$ cat src/rtl/instr_control.sv
// Registered MIPS instruction decoder: op/fuc/RT fields in, one-hot identity flags
// plus multiply/divide group flags out, one cycle later.
module instr_control #(
    parameter int unsigned W_INSTR = 51
) (
    input  logic               clk,
    input  logic               reset,
    input  logic [5:0]         op,
    input  logic [5:0]         fuc,
    input  logic [4:0]         RT,
    output logic [W_INSTR-1:0] instr,
    output logic               md_start,
    output logic               md_mt,
    output logic               md_mf,
    output logic               undef
);

    logic [W_INSTR-1:0] instr_d, instr_q;
    logic               md_start_d, md_start_q;
    logic               md_mt_d, md_mt_q;
    logic               md_mf_d, md_mf_q;
    logic               undef_d, undef_q;

    // Field decode to a single flag; unmatched encodings leave every flag clear.
    always_comb begin
        instr_d = '0;
        case (op)
            6'b000000: begin
                case (fuc)
                    6'b100000: instr_d[0]  = 1'b1;
                    6'b100001: instr_d[1]  = 1'b1;
                    6'b100010: instr_d[2]  = 1'b1;
                    6'b100011: instr_d[3]  = 1'b1;
                    6'b100100: instr_d[4]  = 1'b1;
                    6'b100101: instr_d[5]  = 1'b1;
                    6'b100110: instr_d[6]  = 1'b1;
                    6'b100111: instr_d[7]  = 1'b1;
                    6'b101010: instr_d[8]  = 1'b1;
                    6'b101011: instr_d[9]  = 1'b1;
                    6'b000000: instr_d[10] = 1'b1;
                    6'b000010: instr_d[11] = 1'b1;
                    6'b000011: instr_d[12] = 1'b1;
                    6'b000100: instr_d[13] = 1'b1;
                    6'b000110: instr_d[14] = 1'b1;
                    6'b000111: instr_d[15] = 1'b1;
                    6'b001000: instr_d[16] = 1'b1;
                    6'b001001: instr_d[17] = 1'b1;
                    6'b010000: instr_d[18] = 1'b1;
                    6'b010001: instr_d[19] = 1'b1;
                    6'b010010: instr_d[20] = 1'b1;
                    6'b010011: instr_d[21] = 1'b1;
                    6'b011000: instr_d[22] = 1'b1;
                    6'b011001: instr_d[23] = 1'b1;
                    6'b011010: instr_d[24] = 1'b1;
                    6'b011011: instr_d[25] = 1'b1;
                    default:   instr_d     = '0;
                endcase
            end
            6'b011100: instr_d[26] = (fuc == 6'b000000);
            6'b000001: begin
                instr_d[27] = (RT == 5'b00000);
                instr_d[28] = (RT == 5'b00001);
            end
            6'b000010: instr_d[29] = 1'b1;
            6'b000011: instr_d[30] = 1'b1;
            6'b000100: instr_d[31] = 1'b1;
            6'b000101: instr_d[32] = 1'b1;
            6'b000110: instr_d[33] = 1'b1;
            6'b000111: instr_d[34] = 1'b1;
            6'b001000: instr_d[35] = 1'b1;
            6'b001001: instr_d[36] = 1'b1;
            6'b001010: instr_d[37] = 1'b1;
            6'b001011: instr_d[38] = 1'b1;
            6'b001100: instr_d[39] = 1'b1;
            6'b001101: instr_d[40] = 1'b1;
            6'b001110: instr_d[41] = 1'b1;
            6'b001111: instr_d[42] = 1'b1;
            6'b100000: instr_d[43] = 1'b1;
            6'b100001: instr_d[44] = 1'b1;
            6'b100011: instr_d[45] = 1'b1;
            6'b100100: instr_d[46] = 1'b1;
            6'b100101: instr_d[47] = 1'b1;
            6'b101000: instr_d[48] = 1'b1;
            6'b101001: instr_d[49] = 1'b1;
            6'b101011: instr_d[50] = 1'b1;
            default:   instr_d     = '0;
        endcase
    end

    // Group flags derive from the same decode so they can never disagree with instr.
    always_comb begin
        md_start_d = instr_d[22] | instr_d[23] | instr_d[24] | instr_d[25] | instr_d[26];
        md_mt_d    = instr_d[19] | instr_d[21];
        md_mf_d    = instr_d[18] | instr_d[20];
        undef_d    = ~(|instr_d);
    end

    always_ff @(posedge clk or negedge reset) begin
        if (!reset) begin
            instr_q    <= '0;
            md_start_q <= 1'b0;
            md_mt_q    <= 1'b0;
            md_mf_q    <= 1'b0;
            undef_q    <= 1'b0;
        end else begin
            instr_q    <= instr_d;
            md_start_q <= md_start_d;
            md_mt_q    <= md_mt_d;
            md_mf_q    <= md_mf_d;
            undef_q    <= undef_d;
        end
    end

    assign instr    = instr_q;
    assign md_start = md_start_q;
    assign md_mt    = md_mt_q;
    assign md_mf    = md_mf_q;
    assign undef    = undef_q;

endmodule

$ cat config.mk
export PLATFORM = sky130hd
export DESIGN_NAME = instr_control
export DESIGN_NICKNAME = d
export VERILOG_FILES = /design/src/rtl/instr_control.sv
export SDC_FILE = /design/constraint.sdc
export NUM_CORES = 1
export LEC_CHECK = 0
export BUFFER_PORTS_ARGS = -buffer_cell sky130_fd_sc_hd__buf_4
export CAP_MARGIN = 20
export CORE_AREA = 2 2 73 75
export CTS_CLUSTER_SIZE = 24
export DETAILED_ROUTE_END_ITERATION = 12
export DIE_AREA = 0 0 75 77
export PLACE_DENSITY = 0.73
export RECOVER_POWER = 50
export SYNTH_ARGS = -nofsm -noshare
export SYNTH_HDL_FRONTEND = slang
export SYNTH_SLANG_ARGS = --single-unit
$ cat constraint.sdc
create_clock -name clk -period 0.8 [get_ports clk]
set_input_delay 0.04 -clock clk [delete_from_list [all_inputs] [get_ports clk]]
set_output_delay 0.04 -clock clk [all_outputs]
set_load 0.02 [all_outputs]
**After elaboration in Yosys (flattened, before gate mapping)**

Cells that the tools add are included.

- Bits in registers: 55
- Logic and storage cells: 117

- Eq/ne operators: 50
- Mux-type cells: 51
- Bitwise operators: 7
- Reduce and logical (&&, ||, !) cells: 4

Operators with widths:

| kind | number |
|---|---|
| $eq A6 B6 Y1 const B | 18 |
| $eq A6 B4 Y1 const B | 10 |
| $eq A6 B5 Y1 const B | 9 |
| $reduce_or A51 Y1 | 1 |
| $mux W1 | 49 |
| $eq A6 B3 Y1 const B | 7 |
| $mux W26 | 1 |
| $eq A6 B2 Y1 const B | 4 |
| $logic_not A6 Y1 | 2 |
| $eq A6 B1 Y1 const B | 1 |
| $or A1 B1 Y1 | 6 |
| $eq A5 B1 Y1 const B | 1 |
| $logic_not A5 Y1 | 1 |
| $mux W2 | 1 |
| $not A1 Y1 | 1 |

**Depth between registers and ports, before layout**

- Word-level depth: 7
- Mapped depth: 7
- Depth with buffers taken out: 5

**Worst setup path before layout**

Ideal clock, no wire load.

- Kind: input port to flip-flop
- Start: input port op[2]
- End: register undef_q (netlist: undef)
- Data arrival time: 1.405 ns
- Data required time: 0.669 ns
- Setup slack: -0.736 ns
- Stages on the path: 6
- Buffers on the path: 1
- Cell sequence: buf_4 nor4_4 nand3_2 or3b_4 o32ai_1 nor4b_1

- Longest elaborated chain between the ends: 4
- Elaborated cells between the ends (all ways): 52
- Classes of those cells: eq/ne: 24; mux: 25; bitwise: 1; reduce/logical: 2

Ends and longest elaborated chain:

| element | RTL line | source |
|---|---|---|
| from (decl) | 8 | `input logic [5:0] op,` |
| $eq A6 B5 Y1, or another cell as far along | 27 | `case (op)` |
| $mux W1, or another cell as far along | n/a |  |
| $reduce_or A51 Y1 * | 95 | `undef_d = ~(\|instr_d);` |
| $not A1 Y1 * | 95 |  |
| net undef_d | 22 | `logic undef_d, undef_q;` |
| to (signal assigned) | 110 | `undef_q <= undef_d;` |
| to (decl) | 22 |  |

The timed path passes the listed nets; every way through them passes the cells marked *.

**Worst setup path after layout**

- Start: input port fuc[4]
- End: register instr_q[15] (netlist: instr[15])

- Longest elaborated chain between the ends: 3

Ends and longest elaborated chain:

| element | RTL line | source |
|---|---|---|
| from (decl) | 9 | `input logic [5:0] fuc,` |
| $eq A6 B3 Y1 | 29 | `case (fuc)` |
| $mux W1 | 29 |  |
| $mux W26 | 27 |  |
| net instr_d[15] | 18 | `logic [W_INSTR-1:0] instr_d, instr_q;` |
| to (signal assigned) | 106 | `instr_q <= instr_d;` |
| to (decl) | 18 |  |

The timed path passes the listed nets, and every way through them passes these cells.

==> flow_summary.yaml <==
layout:
  n_antenna_cell: 0
  drive_gt1_frac: 0.524
  multi_input_area_um2: 872
  seq_area_mm2: 0.00138
  fillers: 328
  fin_nets: 331
  area_growth_syn_to_layout_pct: 72.8
  stdcell_count: 383
setup_path:
  cp-end-kind: "flip-flop"
  crit_type: "in -> reg"
  path_max_fanout: 4
  worst_ep_arrival_time_ns: 1.35
  crit_start: "fuc[4]"
  critPathLaunchType: "input pin"
  endpoint: "instr[15]"
  required_ns: 1.03
detailed_routing:
  route.detailed.drc: 0
  finalWirelength_mm: 6.22
  drtIter0Drc: 121
  post_drt_wl_per_cell_um: 16.2
  antenna_left: 0
  drtPass1Iterations: 4
  vias: 1875
  via_per_inst: 4.90
flow_run:
  cap_violations: 0
logic_synthesis:
  ys.flop_type: "dfrtp_1"
  yosys-top-cells-count: "55 x dfrtp_1, 46 x nor2_1, 16 x nand2_1"
  synth_top_area_share: 0.647
  synthCells: 193
  syn_area_mm2: 0.00213
  ys_async_sr_fraction: 1.00
  ys_seq_area_frac: 0.647
  synth_warnings: 0
  synthAdderAreaFrac: 0
  syn_avg_cell_area_um2: 11.0
  yosysTopAreaCell: "dfrtp_1"
  synthesis.nets: 212
  muxShareOfSynthArea: 0
  synth.distinct_cells: 40
  synth-edff-count: 0
  synth-seq-cells: 55
  synth_compound_area_frac: 0.0564
  synth_xor_area_frac: 0
  synth_top_family_by_area: "simple AND/OR/NAND/NOR gates"
  ys_top_cells_by_area: "dfrtp_1 65%, nor2_1 8.1%, nand2_1 2.8%, nor3_1 1.9%, nor4_1 1.8%"
  yosysMostFrequentCell: "dfrtp_1"
  synthSimpleGateAreaFrac: 0.262
sta:
  setup_violations: 72
  relSlewSlack: 0.686
  finalHoldViolCount: 0
  rsz0062_at_grt: "yes"
  period_needed_ns: 1.12
  holdWs_ns: 0.0333
  post-route-period-util: 1.40
  max_slew.worst_pin.slew_ns: 0.472
  drv_slew: 0
  layout_setup_ws_ns: -0.320
  max_freq_mhz: 893
global_route:
  antenna_found_initial: 0
  grt_pass1_vias: 1830
  grt_util_all_layers: 0.218
  grt_pass1_wl_mm: 9.16
  grt_start_max_net_pins: 56
  gr-total-overflow: 0
floorplanning:
  fp.dieW_um: 75
  core_area_mm2: 0.00498
  die_y_um: 77
  row_count: 26
  dieArea_mm2: 0.00578
  initial_core_util: 0.428
  io_pins: 74
cts:
  cts.clk_slew.worst_paths_ns: 0.09
  clk_path_buf_depth: 2
  cts_max_level: 2
  numCtsBuffers: 5
  cts_root_buf: "clkbuf_8"
  cts_tree: "built"
  cts_sinks: 55
status:
  violations: "setup timing"
  status: "finished, violations left"
placement:
  io_buffer_count: 73
  finalWeightedCongestion: 0.896
  hpwl_mm: 3.90
  dpl.cell_count: 364
power:
  ir_drop_mv: 0.805
  leakage_nw: 1.76
  power_density_mw_per_mm2: 1470
worst_hold_path:
  hp-class: "in -> reg"
-- layout by cell type (no fill, tap or decap), types with 4 or more instances in the layout --
cell / instances
buf_4: 45
nand2_1: 14
nor2_4: 6
nor3_1: 4
buf_6: 66
clkbuf_8: 6
dfrtp_1: 55
nor2_1: 34
nor2b_1: 4
a21oi_1: 4
nor2_2: 6
nand2b_1: 5
-- flip-flops by register name (all words and copies together), names as in the netlist --
register / count
md_mt: 1
instr: 51
md_start: 1
undef: 1
md_mf: 1
-- power breakdown --
part           total (W)  internal [W]  leakage, nW  switching (W)
Sequential       0.00280       0.00279        0.764     0.00000919
Clock            0.00188       0.00101       0.0612       0.000863
Combinational   0.000725      0.000341        0.935       0.000384
Total            0.00540       0.00415         1.76        0.00126
-- layer usage --
| layer | track usage | vias to the layer above | routed length (um) |
|---|---|---|---|
| met5 | 0 | - | 0 |
| met4 | 0.0821 | 0 | 94 |
| met3 | 0.0526 | 6 | 257 |
| met2 | 0.354 | 58 | 3430 |
| met1 | 0.277 | 928 | 2440 |
| li1 | - | 883 | - |
-- worst max-delay path: stages --
cell and delay [ns]:
buf_8 0.10, or2_4 0.26, or3_4 0.38, or3b_4 0.43, nor2_1 0.14
-- logic make-up after synthesis --
family | Yosys count
buf+inv | 13
compound gates | 17
flops | 55
simple gates | 108
-- how the worst min path moves through the flow --
stage / start / end / slack [ns] / cells past startpoint
after detailed placement: reset / instr[46] / 0.04 / 2
final: fuc[2] / instr[12] / 0.03 / 3
after floorplan: reset / instr[0] / -0.26 / 0
after global routing: fuc[2] / instr[12] / 0.03 / 3
after global placement: reset / instr[47] / 0.04 / 2
after CTS: fuc[2] / instr[12] / 0.02 / 3
-- area by class of cell --
cell class	instances	area share
clock buffer	6	0.0224
clock inverter	2	0.00952
inverter	2	0.00204
multi-input combinational	125	0.237
sequential	55	0.374
tap	70	0.0238
timing repair buffer	123	0.331
-- repair_timing --
item | CTS | global route
cloned | 0 | 1
setup buffers | 3 | 6
pin swaps | 8 | 8
endpoints found under the hold margin | 57 | 0
endpoints found under the setup margin | 75 | 76
resized for setup | 82 | 20
hold buffers | 2 | 0
-- metrics by stage --
stage,utilization,instance area [um^2],setup slack [ns],setup TNS [ns],total power [W]
floorplan,-,2200,-0.635,-6.57,0.00311
global placement,0.616,3060,-0.603,-12.22,0.00343
detailed placement,0.616,3060,-0.725,-12.78,0.00344
CTS,0.713,3550,-0.281,-5.30,0.00537
global route,0.739,3680,-0.330,-8.08,0.00560
finish,0.739,3680,-0.320,-5.82,0.00540
Power figures use the tool's default switching activity.
